[config.mk]
export PLATFORM = sky130hd
export DESIGN_NAME = color_classifier
export DESIGN_NICKNAME = d
export VERILOG_FILES = /design/src/rtl/color_pkg.sv /design/src/rtl/color_classifier_edge_counter.sv /design/src/rtl/color_classifier.sv
export SDC_FILE = /design/constraint.sdc
export NUM_CORES = 1
export LEC_CHECK = 0
export ABC_CLOCK_PERIOD_IN_PS = 6700
export CORE_MARGIN = 4
export CORE_UTILIZATION = 40
export DETAILED_ROUTE_END_ITERATION = 12
export GPL_TIMING_DRIVEN = 0
export PLACE_DENSITY = 0.57
export SLEW_MARGIN = 20
export SYNTH_ARGS = -nofsm -noshare
export SYNTH_HDL_FRONTEND = slang
export SYNTH_SLANG_ARGS = --single-unit
[constraint.sdc]
create_clock -name clock -period 6.7 [get_ports clock]
set_clock_uncertainty 0.1 [all_clocks]
set_input_delay 2.01 -clock clock [delete_from_list [all_inputs] [get_ports clock]]
set_output_delay 2.01 -clock clock [all_outputs]
set_load 0.01 [all_outputs]
[src/rtl/color_pkg.sv]
// Shared types and constants for the colour classifier: filter indices,
// FSM states, S2/S3 filter-select codes and the reported colour codes.
package color_pkg;

    // Filter index; doubles as the channel slot in the packed gain/counts buses.
    typedef enum logic [1:0] {
        FILT_BLUE  = 2'd0,
        FILT_GREEN = 2'd1,
        FILT_RED   = 2'd2,
        FILT_CLEAR = 2'd3
    } filter_t;

    typedef enum logic [1:0] {
        ST_IDLE,
        ST_SETTLE,
        ST_GATE,
        ST_DECIDE
    } state_t;

    // Filter select codes, packed as {S2, S3}.
    localparam logic [1:0] SEL_BLUE  = 2'b01;
    localparam logic [1:0] SEL_GREEN = 2'b11;
    localparam logic [1:0] SEL_RED   = 2'b00;
    localparam logic [1:0] SEL_CLEAR = 2'b10;

    // Colour codes seen by the path FSM.
    localparam logic [2:0] COLOR_NONE  = 3'd0;
    localparam logic [2:0] COLOR_RED   = 3'd1;
    localparam logic [2:0] COLOR_GREEN = 3'd2;
    localparam logic [2:0] COLOR_BLUE  = 3'd3;
    localparam logic [2:0] COLOR_CLEAR = 3'd4;

    function automatic logic [1:0] filter_select(input filter_t f);
        case (f)
            FILT_BLUE:  return SEL_BLUE;
            FILT_GREEN: return SEL_GREEN;
            FILT_RED:   return SEL_RED;
            default:    return SEL_CLEAR;
        endcase
    endfunction

endpackage

[src/rtl/color_classifier_edge_counter.sv]
// Synchronises the sensor output, detects rising edges and counts them in a
// saturating counter. count_next already includes an edge seen this cycle so
// the caller can latch a window's result on its final cycle.
module edge_counter #(
    parameter int CNT_W = 16
) (
    input  logic             clock,
    input  logic             reset_n,
    input  logic             signal_in,
    input  logic             clear,
    input  logic             count_en,
    output logic [CNT_W-1:0] count_next
);

    localparam logic [CNT_W-1:0] CNT_MAX = {CNT_W{1'b1}};

    logic             sync_a;
    logic             sync_b;
    logic             last;
    logic             rise;
    logic [CNT_W-1:0] count;

    // Two-flop synchroniser plus a history flop for edge detection.
    always_ff @(posedge clock or negedge reset_n) begin
        if (!reset_n) begin
            sync_a <= 1'b0;
            sync_b <= 1'b0;
            last   <= 1'b0;
        end else begin
            sync_a <= signal_in;
            sync_b <= sync_a;
            last   <= sync_b;
        end
    end

    assign rise = sync_b & ~last;

    // Next count: cleared, incremented on an enabled edge, or held at saturation.
    always_comb begin
        count_next = count;
        if (clear) begin
            count_next = '0;
        end else if (count_en && rise && (count != CNT_MAX)) begin
            count_next = count + 1'b1;
        end
    end

    // Counter register.
    always_ff @(posedge clock or negedge reset_n) begin
        if (!reset_n) begin
            count <= '0;
        end else begin
            count <= count_next;
        end
    end

endmodule

[src/rtl/color_classifier.sv]
// Sequences the four sensor filters, measures each over a gate window,
// applies per-channel gains, picks the dominant colour and only reports it
// once it has been seen CONFIRM rounds in a row.
module color_classifier
    import color_pkg::*;
#(
    parameter int GATE_CYCLES   = 6250000,
    parameter int SETTLE_CYCLES = 1000,
    parameter int CNT_W         = 16,
    parameter int GAIN_W        = 6,
    parameter int CONFIRM       = 3,
    parameter bit SCALE_S0      = 1'b1,
    parameter bit SCALE_S1      = 1'b0
) (
    input  logic                clock,
    input  logic                reset_n,
    input  logic                enable,
    input  logic                colorsignal,
    input  logic [4*GAIN_W-1:0] gain,
    output logic                S0,
    output logic                S1,
    output logic                S2,
    output logic                S3,
    output logic [4*CNT_W-1:0]  counts,
    output logic                raw_valid,
    output logic [2:0]          raw_color,
    output logic [2:0]          color,
    output logic                color_changed
);

    localparam int TMR_MAX = (GATE_CYCLES > SETTLE_CYCLES) ? GATE_CYCLES : SETTLE_CYCLES;
    localparam int TMR_W   = $clog2(TMR_MAX + 1);
    localparam int PROD_W  = CNT_W + GAIN_W;
    localparam int CONF_W  = $clog2(CONFIRM + 1);

    localparam logic [TMR_W-1:0]  SETTLE_LAST = TMR_W'(SETTLE_CYCLES - 1);
    localparam logic [TMR_W-1:0]  GATE_LAST   = TMR_W'(GATE_CYCLES - 1);
    localparam logic [CONF_W-1:0] CONF_MAX    = CONF_W'(CONFIRM);

    state_t            state;
    state_t            state_next;
    filter_t           idx;
    filter_t           idx_next;
    logic [TMR_W-1:0]  timer;
    logic [TMR_W-1:0]  timer_next;
    logic [1:0]        sel;
    logic              cnt_clear;
    logic              cnt_en;
    logic              last_gate;
    logic [CNT_W-1:0]  cnt_next;
    logic [CNT_W-1:0]  chan_cnt [4];
    logic [PROD_W-1:0] scaled [4];
    logic [2:0]        decision;
    logic [2:0]        candidate;
    logic [2:0]        cand_next;
    logic [CONF_W-1:0] confirm_cnt;
    logic [CONF_W-1:0] conf_next;
    logic              update;

    assign S0 = SCALE_S0;
    assign S1 = SCALE_S1;

    edge_counter #(
        .CNT_W(CNT_W)
    ) u_edge_counter (
        .clock      (clock),
        .reset_n    (reset_n),
        .signal_in  (colorsignal),
        .clear      (cnt_clear),
        .count_en   (cnt_en),
        .count_next (cnt_next)
    );

    // FSM state, current filter and phase timer registers.
    always_ff @(posedge clock or negedge reset_n) begin
        if (!reset_n) begin
            state <= ST_IDLE;
            idx   <= FILT_BLUE;
            timer <= '0;
        end else begin
            state <= state_next;
            idx   <= idx_next;
            timer <= timer_next;
        end
    end

    // Next-state logic; dropping enable abandons the round immediately.
    always_comb begin
        state_next = state;
        idx_next   = idx;
        timer_next = timer + 1'b1;
        case (state)
            ST_IDLE: begin
                timer_next = '0;
                idx_next   = FILT_BLUE;
                if (enable) state_next = ST_SETTLE;
            end
            ST_SETTLE: begin
                if (!enable) begin
                    state_next = ST_IDLE;
                    timer_next = '0;
                end else if (timer == SETTLE_LAST) begin
                    state_next = ST_GATE;
                    timer_next = '0;
                end
            end
            ST_GATE: begin
                if (!enable) begin
                    state_next = ST_IDLE;
                    timer_next = '0;
                end else if (timer == GATE_LAST) begin
                    timer_next = '0;
                    if (idx == FILT_CLEAR) begin
                        state_next = ST_DECIDE;
                    end else begin
                        state_next = ST_SETTLE;
                        idx_next   = filter_t'(idx + 2'd1);
                    end
                end
            end
            default: begin
                timer_next = '0;
                idx_next   = FILT_BLUE;
                state_next = enable ? ST_SETTLE : ST_IDLE;
            end
        endcase
    end

    // Filter select and counter control; the counter is held clear outside GATE.
    always_comb begin
        sel       = SEL_BLUE;
        if (state != ST_IDLE) sel = filter_select(idx);
        cnt_clear = (state != ST_GATE);
        cnt_en    = (state == ST_GATE);
        last_gate = (state == ST_GATE) && enable && (timer == GATE_LAST);
    end

    assign S2 = sel[1];
    assign S3 = sel[0];

    // Per-channel counts of the round in progress, latched at each gate end.
    always_ff @(posedge clock or negedge reset_n) begin
        if (!reset_n) begin
            for (int i = 0; i < 4; i++) chan_cnt[i] <= '0;
        end else if (last_gate) begin
            chan_cnt[idx] <= cnt_next;
        end
    end

    // Gain scaling and strict-dominance classification; ties fall to CLEAR.
    always_comb begin
        for (int i = 0; i < 4; i++) begin
            scaled[i] = PROD_W'(chan_cnt[i]) * PROD_W'(gain[i*GAIN_W +: GAIN_W]);
        end
        decision = COLOR_CLEAR;
        if (scaled[FILT_RED] > scaled[FILT_GREEN] && scaled[FILT_RED] > scaled[FILT_BLUE] &&
            scaled[FILT_RED] > scaled[FILT_CLEAR]) begin
            decision = COLOR_RED;
        end else if (scaled[FILT_GREEN] > scaled[FILT_RED] && scaled[FILT_GREEN] > scaled[FILT_BLUE] &&
                     scaled[FILT_GREEN] > scaled[FILT_CLEAR]) begin
            decision = COLOR_GREEN;
        end else if (scaled[FILT_BLUE] > scaled[FILT_RED] && scaled[FILT_BLUE] > scaled[FILT_GREEN] &&
                     scaled[FILT_BLUE] > scaled[FILT_CLEAR]) begin
            decision = COLOR_BLUE;
        end
    end

    // Confirmation counter update and decision to change the reported colour.
    always_comb begin
        cand_next = decision;
        conf_next = CONF_W'(1);
        if (decision == candidate) begin
            cand_next = candidate;
            conf_next = (confirm_cnt == CONF_MAX) ? confirm_cnt : confirm_cnt + 1'b1;
        end
        update = (conf_next == CONF_MAX) && (cand_next != color);
    end

    // Round results; everything visible updates together with raw_valid.
    always_ff @(posedge clock or negedge reset_n) begin
        if (!reset_n) begin
            counts        <= '0;
            raw_color     <= COLOR_NONE;
            color         <= COLOR_NONE;
            candidate     <= COLOR_NONE;
            confirm_cnt   <= '0;
            raw_valid     <= 1'b0;
            color_changed <= 1'b0;
        end else begin
            raw_valid     <= 1'b0;
            color_changed <= 1'b0;
            if (state == ST_DECIDE) begin
                counts      <= {chan_cnt[3], chan_cnt[2], chan_cnt[1], chan_cnt[0]};
                raw_color   <= decision;
                raw_valid   <= 1'b1;
                candidate   <= cand_next;
                confirm_cnt <= conf_next;
                if (update) begin
                    color         <= cand_next;
                    color_changed <= 1'b1;
                end
            end
        end
    end

endmodule

==> impl_metrics.ini <==
[sta]
rsz0062_at_grt = yes
timing.final.crit_period_ns = 8.42
finalSetupViolations = 12
fmax_mhz = 119
period_share = 1.26
hold_violations = 0
slew_headroom = 0.423
finalMaxSlewViolations = 0
worst_pin_slew_ns = 0.855
finalWorstSetupSlack_ns = -1.72
whs_ns = 0.252

[setup_path]
cpLargestDelayFamily = compound AO/OA/AOI/OAI gates
crit_path_end_kind = register
crit_start = gain[8]
start_kind = input pin
r2r_end = color[0]$_DFFE_PN0P_
reg2regPathDepth = 32
worstReg2RegStart = chan_cnt[44]$_DFFE_PN0P_
cp-endpoint = color[0]$_DFFE_PN0P_
cp.required_ns = 6.99
crit_type = in -> reg
cp_max_fo = 5
cp.depth = 33
crit_slowest_cell = fa_1
arrival_ns = 8.70
crit_buf_inv = 4
cpPeakStageDelay_ns = 0.55
reg2reg_slack_ns = -0.51

[route]
first_pass_iters = 5
antenna_left = 0
post_drt_via_cell_ratio = 5.29
via_count = 18200
routed_wl_mm = 66.0
drtIter0Drc = 938
drcViolationCount = 0
wl_per_cell_um = 19.1

[yosys]
yosysWarnings = 0
synthCells = 2488
synth.distinct_cells = 78
yosysSeqAreaShare = 0.205
ys_ff_latch = 187
yosys.area.top_type_share = 0.205
yosysTopAreaCell = dfrtp_1
syn_nets = 2999
synth_async_sr_flop_share = 1.00
synth_edf_count = 0
synth.avg_cell_area_um2 = 9.17
synthesis.area_um2 = 22800
dominantRegCellSynth = dfrtp_1
synth_area_leaders = dfrtp_1 21%, fa_1 20%, ha_1 14%

[clock_network]
clkLatencyLatePin_ns = 0.49
clkSlewWorstSetupHoldPaths_ns = 0.08
cts_made_buffers = 17
cts_tree = yes
cts_max_level = 4
cts_buffer_depth = 2
cts_sinks = 187
cts_root_buffer = clkbuf_16

[hold_path]
hold_depth = 0
worstHoldStart = u_edge_counter.sync_a$_DFF_PN0_
hp-class = reg -> reg

[die]
die_h_um = 247
dieArea_um2 = 60900
die_width_um = 247
num_rows = 87
ios = 104
core_um2 = 56400
start_util = 0.404

[global_route]
grt_max_degree = 74
gr-total-overflow = 0
grt_pass1_vias = 19500
grt_usage = 0.224
grt_pass1_wl_mm = 107
antenna_found_initial = 2

[finish]
final_common_cell = inv_1
final_area_um2 = 27100
final_cell_mix = 373 x inv_1, 330 x and2_1, 229 x ha_1, 225 x fa_1, 187 x dfrtp_1
drive_gt1_frac = 0.144
nNetsFinal = 3195
diodes = 0
area_growth_pct = 19.0
fin_cells = 3452

[place]
portBuffers = 101
postPlaceCellArea_um2 = 25100
gp_congestion = 0.899
place_ws_ns = -3.47
dpl.cell_count = 3350
dp_hpwl_mm = 51.9

[pwr]
ir_drop_uv = 176
powerDensity_nw_per_um2 = 103
leakage_nw = 13.7

[run_status]
status = finished, violations left
violations = negative setup slack

[flow_run]
maxCapViolCount = 0
## synth_stat cells (14+ instances only)
cell type / number
nor3_1: 18
o21ai_0: 105
nand2_1: 178
a211oi_1: 14
nand2b_1: 20
dfrtp_1: 187
a21o_1: 64
and3_1: 22
mux2_2: 72
nand3_1: 46
ha_1: 255
fa_1: 228
and2_1: 345
o21a_1: 25
xor2_1: 40
clkbuf_1: 51
nor2_1: 90
nand4_1: 42
inv_1: 382
xnor2_1: 53
a21oi_1: 87
## timing repair
action / 4_1_cts / 5_1_grt
hold buffers: 0 / 0
pin swaps: 63 / 74
gates resized for setup: 275 / 80
buffers inserted: 52 / 14
cloned: 5 / 0
endpoints found under the setup margin: 12 / 12
## per-layer routing
metal / vias up / share of wire / GRT usage
met5: - / 0.00015 / 0
met4: 2 / 0.025 / 0.0616
met3: 91 / 0.041 / 0.0412
met2: 342 / 0.48 / 0.380
met1: 9250 / 0.45 / 0.295
li1: 8559 / - / -
## power breakdown
part           switching, mW  total (mW)  internal, mW
clock                  0.528        1.07         0.539
combinational          0.301       0.508         0.207
sequential            0.0391        1.21          1.17
total                  0.867        2.79          1.92
## state kept, by name, summed over array words and instances (netlist names)
name                   cells
color_changed              1
u_edge_counter.count      16
chan_cnt                  64
u_edge_counter.sync_b      1
idx                        2
state                      2
color                      3
raw_color                  3
u_edge_counter.last        1
counts                    64
raw_valid                  1
u_edge_counter.sync_a      1
confirm_cnt                2
timer                     23
candidate                  3
## kinds of logic (layout without fill, tap and decap cells)
kind of cell / count (synthesis) / in the layout / synth area share
AND/OR/NAND/NOR: 830 / 830 / 0.199
adder cells (fa/ha/maj): 487 / 487 / 0.342
buffers and inverters: 439 / 647 / 0.0729
AO/OA/AOI/OAI: 376 / 376 / 0.108
flip-flops: 187 / 187 / 0.205
XOR/XNOR: 94 / 94 / 0.0364
multiplexers: 73 / 73 / 0.0362
other: 2 / 2 / 0.000329
## layout make-up
| cell class | count | area [um2] |
|---|---|---|
| inverters | 383 | 1440 |
| fillers | 5478 | 29300 |
| clock buffers | 19 | 443 |
| repair buffers | 177 | 1610 |
| plain buffers | 56 | 497 |
| clock inverters | 12 | 148 |
| flip-flops and latches | 187 | 4680 |
| multi-input cells | 1862 | 17400 |
| well taps | 756 | 946 |
## how the worst min path moves through the flow
stage	slack, ns	to
2_1_floorplan	0.23	u_edge_counter.sync_b$_DFF_PN0_
6_report	0.25	u_edge_counter.sync_b$_DFF_PN0_
3_3_place_gp	0.24	u_edge_counter.sync_b$_DFF_PN0_
5_1_grt	0.27	u_edge_counter.sync_b$_DFF_PN0_
4_1_cts	0.26	u_edge_counter.sync_b$_DFF_PN0_
3_5_place_dp	0.24	u_edge_counter.sync_b$_DFF_PN0_
## metrics by stage
stage	power, mW	setup TNS, ns	util
6_report	2.79	-18.47	0.481
5_1_grt	2.92	-21.46	0.481
4_1_cts	2.81	-17.39	0.475
3_5_place_dp	1.71	-37.77	0.445
3_3_place_gp	1.69	-890.69	0.444
2_1_floorplan	1.49	-14.27	-
(Power assumes the default switching activity.)
